==> src/rtl/mult_share_arbiter.sv <==
// Round-robin arbiter that shares one multi-cycle multiplier among NREQ requesters.
// Optional macro MULT_ARB_TIMEOUT_EN adds a WAIT-state watchdog that ends a stalled operation with rsp_err.
module mult_share_arbiter #(
  parameter int WIDTH   = 16,
  parameter int NREQ    = 4,
  parameter int TIMEOUT = 32
) (
  input  logic                  clk,
  input  logic                  reset,
  input  logic [NREQ-1:0]       req,
  input  logic [NREQ*WIDTH-1:0] a_in,
  input  logic [NREQ*WIDTH-1:0] b_in,
  output logic [NREQ-1:0]       gnt,
  output logic [NREQ-1:0]       rsp_valid,
  output logic [2*WIDTH-1:0]    rsp_data,
  output logic                  rsp_err,
  output logic                  busy,
  output logic                  mul_start,
  output logic [WIDTH-1:0]      mul_a,
  output logic [WIDTH-1:0]      mul_b,
  input  logic                  mul_done,
  input  logic [2*WIDTH-1:0]    mul_result
);

  localparam int PW = $clog2(NREQ);

  typedef enum logic [1:0] {IDLE, ISSUE, WAIT, RESP} state_t;

  state_t             r_state;
  state_t             w_next;
  logic [PW-1:0]      r_ptr;
  logic [PW-1:0]      r_winIdx;
  logic [PW-1:0]      w_winIdx;
  logic [PW-1:0]      w_cand;
  logic               w_found;
  logic               w_load;
  logic               w_capture;
  logic               w_timeout;
  logic               w_expire;
  logic [NREQ-1:0]    r_gnt;
  logic [WIDTH-1:0]   r_mulA;
  logic [WIDTH-1:0]   r_mulB;
  logic [2*WIDTH-1:0] r_rspData;

  if (NREQ < 2 || NREQ > 8 || TIMEOUT < 1) begin : g_paramCheck
    $error("mult_share_arbiter: NREQ must be 2..8 and TIMEOUT at least 1");
  end

  // Search starts just after the last winner, so that winner has the lowest priority.
  always_comb begin
    w_winIdx = '0;
    w_cand   = '0;
    w_found  = 1'b0;
    for (int k = 1; k <= NREQ; k++) begin
      w_cand = PW'((int'(r_ptr) + k) % NREQ);
      if (!w_found && req[w_cand]) begin
        w_found  = 1'b1;
        w_winIdx = w_cand;
      end
    end
  end

  always_ff @(posedge clk) begin
    if (reset) r_state <= IDLE;
    else       r_state <= w_next;
  end

  always_comb begin
    w_next    = r_state;
    w_load    = 1'b0;
    w_capture = 1'b0;
    w_timeout = 1'b0;
    busy      = (r_state != IDLE);
    mul_start = 1'b0;
    rsp_valid = '0;
    case (r_state)
      IDLE: begin
        if (|req) begin
          w_next = ISSUE;
          w_load = 1'b1;
        end
      end
      ISSUE: begin
        mul_start = 1'b1;
        w_next    = WAIT;
      end
      WAIT: begin
        if (mul_done) begin
          w_next    = RESP;
          w_capture = 1'b1;
        end else if (w_expire) begin
          w_next    = RESP;
          w_timeout = 1'b1;
        end
      end
      RESP: begin
        rsp_valid = r_gnt;
        w_next    = IDLE;
      end
      default: w_next = IDLE;
    endcase
  end

  // Operands and grant are latched at arbitration and held until the response leaves.
  always_ff @(posedge clk) begin
    if (reset) begin
      r_ptr     <= PW'(NREQ - 1);
      r_winIdx  <= '0;
      r_gnt     <= '0;
      r_mulA    <= '0;
      r_mulB    <= '0;
      r_rspData <= '0;
    end else begin
      if (w_load) begin
        r_winIdx <= w_winIdx;
        r_gnt    <= NREQ'(1) << w_winIdx;
        r_mulA   <= a_in[w_winIdx*WIDTH +: WIDTH];
        r_mulB   <= b_in[w_winIdx*WIDTH +: WIDTH];
      end
      if (w_capture)      r_rspData <= mul_result;
      else if (w_timeout) r_rspData <= '0;
      if (r_state == RESP) begin
        r_ptr <= r_winIdx;
        r_gnt <= '0;
      end
    end
  end

`ifdef MULT_ARB_TIMEOUT_EN
  localparam int CW = $clog2(TIMEOUT + 1);

  logic [CW-1:0] r_wdCount;
  logic          r_rspErr;

  // Count holds the number of completed WAIT cycles; expiry fires in the TIMEOUT-th one.
  assign w_expire = (r_state == WAIT) && (r_wdCount == CW'(TIMEOUT - 1));

  always_ff @(posedge clk) begin
    if (reset) begin
      r_wdCount <= '0;
      r_rspErr  <= 1'b0;
    end else begin
      if (r_state == ISSUE)     r_wdCount <= '0;
      else if (r_state == WAIT) r_wdCount <= r_wdCount + CW'(1);
      if (w_capture)      r_rspErr <= 1'b0;
      else if (w_timeout) r_rspErr <= 1'b1;
    end
  end

  assign rsp_err = r_rspErr;
`else
  assign w_expire = 1'b0;
  assign rsp_err  = 1'b0;
`endif

  assign gnt      = r_gnt;
  assign mul_a    = r_mulA;
  assign mul_b    = r_mulB;
  assign rsp_data = r_rspData;

endmodule

==> config.mk <==
export PLATFORM = sky130hd
export DESIGN_NAME = mult_share_arbiter
export DESIGN_NICKNAME = d
export VERILOG_FILES = /design/src/rtl/mult_share_arbiter.sv
export SDC_FILE = /design/constraint.sdc
export NUM_CORES = 1
export LEC_CHECK = 0
export ABC_AREA = 1
export CORE_AREA = 2 2 112 114
export DETAILED_ROUTE_END_ITERATION = 10
export DIE_AREA = 0 0 114 116
export GPL_ROUTABILITY_DRIVEN = 0
export MAX_ROUTING_LAYER = met4
export PLACE_DENSITY_LB_ADDON = 0.1
export SYNTH_ARGS = -nofsm -noshare
export SYNTH_HDL_FRONTEND = slang
export SYNTH_SLANG_ARGS = --single-unit
==> constraint.sdc <==
create_clock -name clk -period 2.55 [get_ports clk]
set_input_delay 0.6375 -clock clk [delete_from_list [all_inputs] [get_ports clk]]
set_output_delay 0.6375 -clock clk [all_outputs]
set_load 0.1 [all_outputs]
==> summary.txt <==
Synthesis
  • Cell types with the largest area share after synthesis: sky130_fd_sc_hd__dfxtp_1, sky130_fd_sc_hd__nand3_1, sky130_fd_sc_hd__inv_1, sky130_fd_sc_hd__nand2_1, sky130_fd_sc_hd__nor2_1
  • Cell type contributing the most total cell area after synthesis: sky130_fd_sc_hd__dfxtp_1
  • Average cell area after synthesis: 5.820 sq um
  • Async SR Flop Fraction: 0%
  • Top_reg_cell synth: sky130_fd_sc_hd__dfxtp_1
  • Number of register bits inferred by synthesis: 74
  • Post-synthesis instance area: 4697 sq um
  • Total number of yosys warnings: 0
  • Net Count, Synth: 978
  • Post-synth EDFFs: 0
  • Library cells used by synthesis: 27
  • Gate count after technology mapping: 807
  • Portion of the post-synthesis area used by sequential elements: 31.54%
  • Area fraction of the dominant cell type after synthesis: 31.54%

Power
  • Lkg Pwr: 4.038 nW
  • Max rail drop VDD: 0.7964 mV
  • Overall power of the completed layout: 9.711 mW
  • Total power per unit cell area: 1293 nW/um^2

Routing
  • Detailed Route WL: 14,550 um
  • Detail-routed via count per cell: 4.565
  • Count of TritonRoute iterations in the first routing pass: 5
  • Post-detailed-route count of antenna-violating nets: 0
  • Detailed-route wire length per cell: 12.28 um
  • First DRT Iteration DRCs: 315
  • Post-route DRC violation count: 0
  • Total number of vias: 5,409

Cells and area
  • Area occupied by registers: 1481 sq um
  • Diodes inserted: 0
  • Proportion of layout cells with a drive suffix above 1: 12.91%
  • Number of standard cells in the layout, taps in and fillers out: 1,185
  • Multi-input combinational cell area: 2272 sq um
  • Most used cells in the layout excluding fill and tap cells: sky130_fd_sc_hd__inv_1, sky130_fd_sc_hd__nand3_1, sky130_fd_sc_hd__clkdlybuf4s50_1
  • Commonest non-fill, non-tap cell in the layout: sky130_fd_sc_hd__inv_1
  • Final-layout fill cell count: 1,184
  • Area growth syn-to-layout: 59.94%
  • Number of nets in the final layout: 1,204
  • Post-route cell area: 7512 sq um

Die
  • DIE WIDTH: 114 um
  • Number of primary I/O pins: 242
  • Die Footprint: 13,220 sq um
  • Placeable Area: 11,910 sq um
  • Starting Density: 39.43%
  • Num rows: 40
  • Die Ht: 116 um

Setup path
  • Worst Setup Path Type: in -> reg
  • Endpoint of the worst register-to-register path: mul_b[11]
  • R2r startpoint: r_ptr[1]
  • Count of cells along the worst register-to-register path: 13
  • CP peak stage delay: 490 ps
  • Timing endpoint of the critical path: mul_b[11]
  • Crit path cell chain: clkdlybuf4s50_1 -> nand2_1 -> nand2_1 -> nand2_2 -> nand2_2 -> o21bai_1 -> nand2_1 -> nand2_2 -> nand2_2 -> buf_12 -> nand2_1 -> nand3_1 -> nand3_1 -> nand2_1 -> inv_1
  • Startpoint kind of the worst setup timing path: input pin
  • Critical path buffers and inverters: 3
  • CP top delay family: simple AND/OR/NAND/NOR gates
  • Slowest cell on the critical path: sky130_fd_sc_hd__clkdlybuf4s50_1
  • Crit path DAT: 2460 ps
  • Cell mode on critical path: sky130_fd_sc_hd__nand2_1
  • Crit end category: flop
  • Req. time, crit path: 2780 ps
  • Slack of the worst reg-to-reg path: 530 ps
  • First element of the critical path: req[3]
  • Max Fanout on Critical Path: 26
  • Worst path depth: 15

Outcome
  • Run status: complete, no violations

STA
  • Fraction of the cycle the final worst path needs: 87.79%
  • Setup-violating endpoint count in the final report: 0
  • Worst clock skew on the final layout: 7.023 ps
  • Relative slew slack: 43.60%
  • Setup repair after global routing missed its margin: no
  • Final number of max-transition violations: 0
  • Minimum period implied by the final worst setup slack: 2239 ps
  • Number of hold-slack violations in the final timing report: 0
  • Achievable clock frequency: 446.7 MHz
  • Least-Margin Pin Slew: 845.1 ps

Clock network
  • CTS H-tree lvls: 3
  • CTS tree: done
  • Root buffer cell: sky130_fd_sc_hd__clkbuf_16
  • Clock latency on the worst-skew pair: 330 ps
  • Hold buffers post-CTS: 0
  • Post-cts gate resize count: 0
  • Number of buffers created by CTS: 9
  • Number of buffers on the longest clock path: 2
  • Number of clock sinks seen by CTS: 74
  • Buffers inserted by post-CTS timing repair: 0
  • Clock-pin transition on the worst setup and hold timing paths: 60 ps

GRT
  • Initial antenna violation count: 0
  • Largest net degree at the start of global routing: 48
  • Vias in the first global route: 4,905
  • First-pass GRT wire length: 23,360 um
  • Remaining Overflow, GRT: 0
  • All-layer global routing usage: 22.52%

Place
  • Number of cells in the design after placement: 1,169
  • Count of input and output buffers: 240
  • Instance area after placement: 7183 sq um
  • DP HPWL: 11,000 um

Worst hold path
  • Type of the most critical hold path: reg -> reg

Job
  • Max-cap violation count: 0
==> where the power goes <==
part	internal (mW)	switching [mW]	leakage [nW]	total, mW
Clock	0.885	0.499	0.159	1.38
Combinational	1.94	4.67	3.27	6.62
Sequential	1.52	0.191	0.609	1.71
Total	4.35	5.36	4.04	9.71
==> through the flow <==
stage	util [%]	setup WS, ps	setup TNS [ps]	hold slack, ps
final	63.07	311.3	0	465.2
after global routing	63.07	92.86	0	505.0
after CTS	63.07	307.9	0	467.6
after detailed placement	60.30	-30.06	-433.5	458.0
after global placement	60.30	5.387	0	453.8
after floorplan	-	237.0	0	439.3
==> cells by family after synthesis <==
group                    synth area share (%)
adder cells (fa/ha/maj)                 1.066
AND/OR/NAND/NOR                         41.32
other                                 0.07984
buffers and inverters                   20.32
AO/OA/AOI/OAI                           5.674
flip-flops                              31.54
==> cells in the mapped netlist, types with 2 or more instances <==
library cell and n:
sky130_fd_sc_hd__a22oi_1 2, sky130_fd_sc_hd__a21oi_1 5, sky130_fd_sc_hd__nand2_1 133, sky130_fd_sc_hd__o21ai_0 35
sky130_fd_sc_hd__ha_1 4, sky130_fd_sc_hd__nand2_2 7, sky130_fd_sc_hd__buf_2 16, sky130_fd_sc_hd__buf_1 2
sky130_fd_sc_hd__inv_2 4, sky130_fd_sc_hd__buf_6 4, sky130_fd_sc_hd__nor2_1 131, sky130_fd_sc_hd__nand3_1 170
sky130_fd_sc_hd__buf_4 9, sky130_fd_sc_hd__dfxtp_1 74, sky130_fd_sc_hd__clkbuf_1 19, sky130_fd_sc_hd__inv_1 178
sky130_fd_sc_hd__nand4_1 4
==> worst register-to-register path, stage by stage, from the launching register on <==
cell	delay (ps)
sky130_fd_sc_hd__dfxtp_1	450
sky130_fd_sc_hd__inv_2	130
sky130_fd_sc_hd__nand2_1	90
sky130_fd_sc_hd__nand2_2	80
sky130_fd_sc_hd__o21ai_2	280
sky130_fd_sc_hd__nand2_1	110
sky130_fd_sc_hd__nand2_2	150
sky130_fd_sc_hd__nand2_2	150
sky130_fd_sc_hd__buf_12	200
sky130_fd_sc_hd__nand2_1	80
sky130_fd_sc_hd__nand3_1	60
sky130_fd_sc_hd__nand3_1	100
sky130_fd_sc_hd__nand2_1	50
sky130_fd_sc_hd__inv_1	40
==> how the worst min path moves through the flow <==
stage,start,end,slack [ps],depth (start not counted)
finish,r_winIdx[1],r_winIdx[1],470,2
detailed placement,r_winIdx[1],r_winIdx[1],460,2
floorplan,r_winIdx[1],r_ptr[1],440,2
global placement,r_winIdx[1],r_ptr[1],450,2
global route,rsp_data[17],rsp_data[17],510,2
CTS,r_winIdx[1],r_winIdx[1],470,2
==> sequential cells by signal, indices dropped and copies added, names as in the netlist <==
signal / cells
r_winIdx: 2
gnt: 4
mul_a: 16
r_ptr: 2
r_state: 2
mul_b: 16
rsp_data: 32
==> final cells by class <==
class | instances | area share [%]
timing repair buffer | 265 | 34.11
multi-input combinational | 501 | 30.25
sequential | 74 | 19.72
inverter | 182 | 9.094
clock buffer | 10 | 3.181
tap | 147 | 2.448
clock inverter | 6 | 1.199
==> per-layer routing <==
layer / up-vias / wire length [um] / share of wire (%) / track usage (%)
met3: 8 / 1127 / 7.7 / 5.858
met2: 199 / 6885 / 47 / 37.74
met5: - / 0 / 0 / -
met1: 2307 / 6382 / 44 / 27.34
li1: 2895 / - / - / -
met4: 0 / 157 / 1.1 / 4.959
Note: power is estimated with default switching activity, not from simulation.
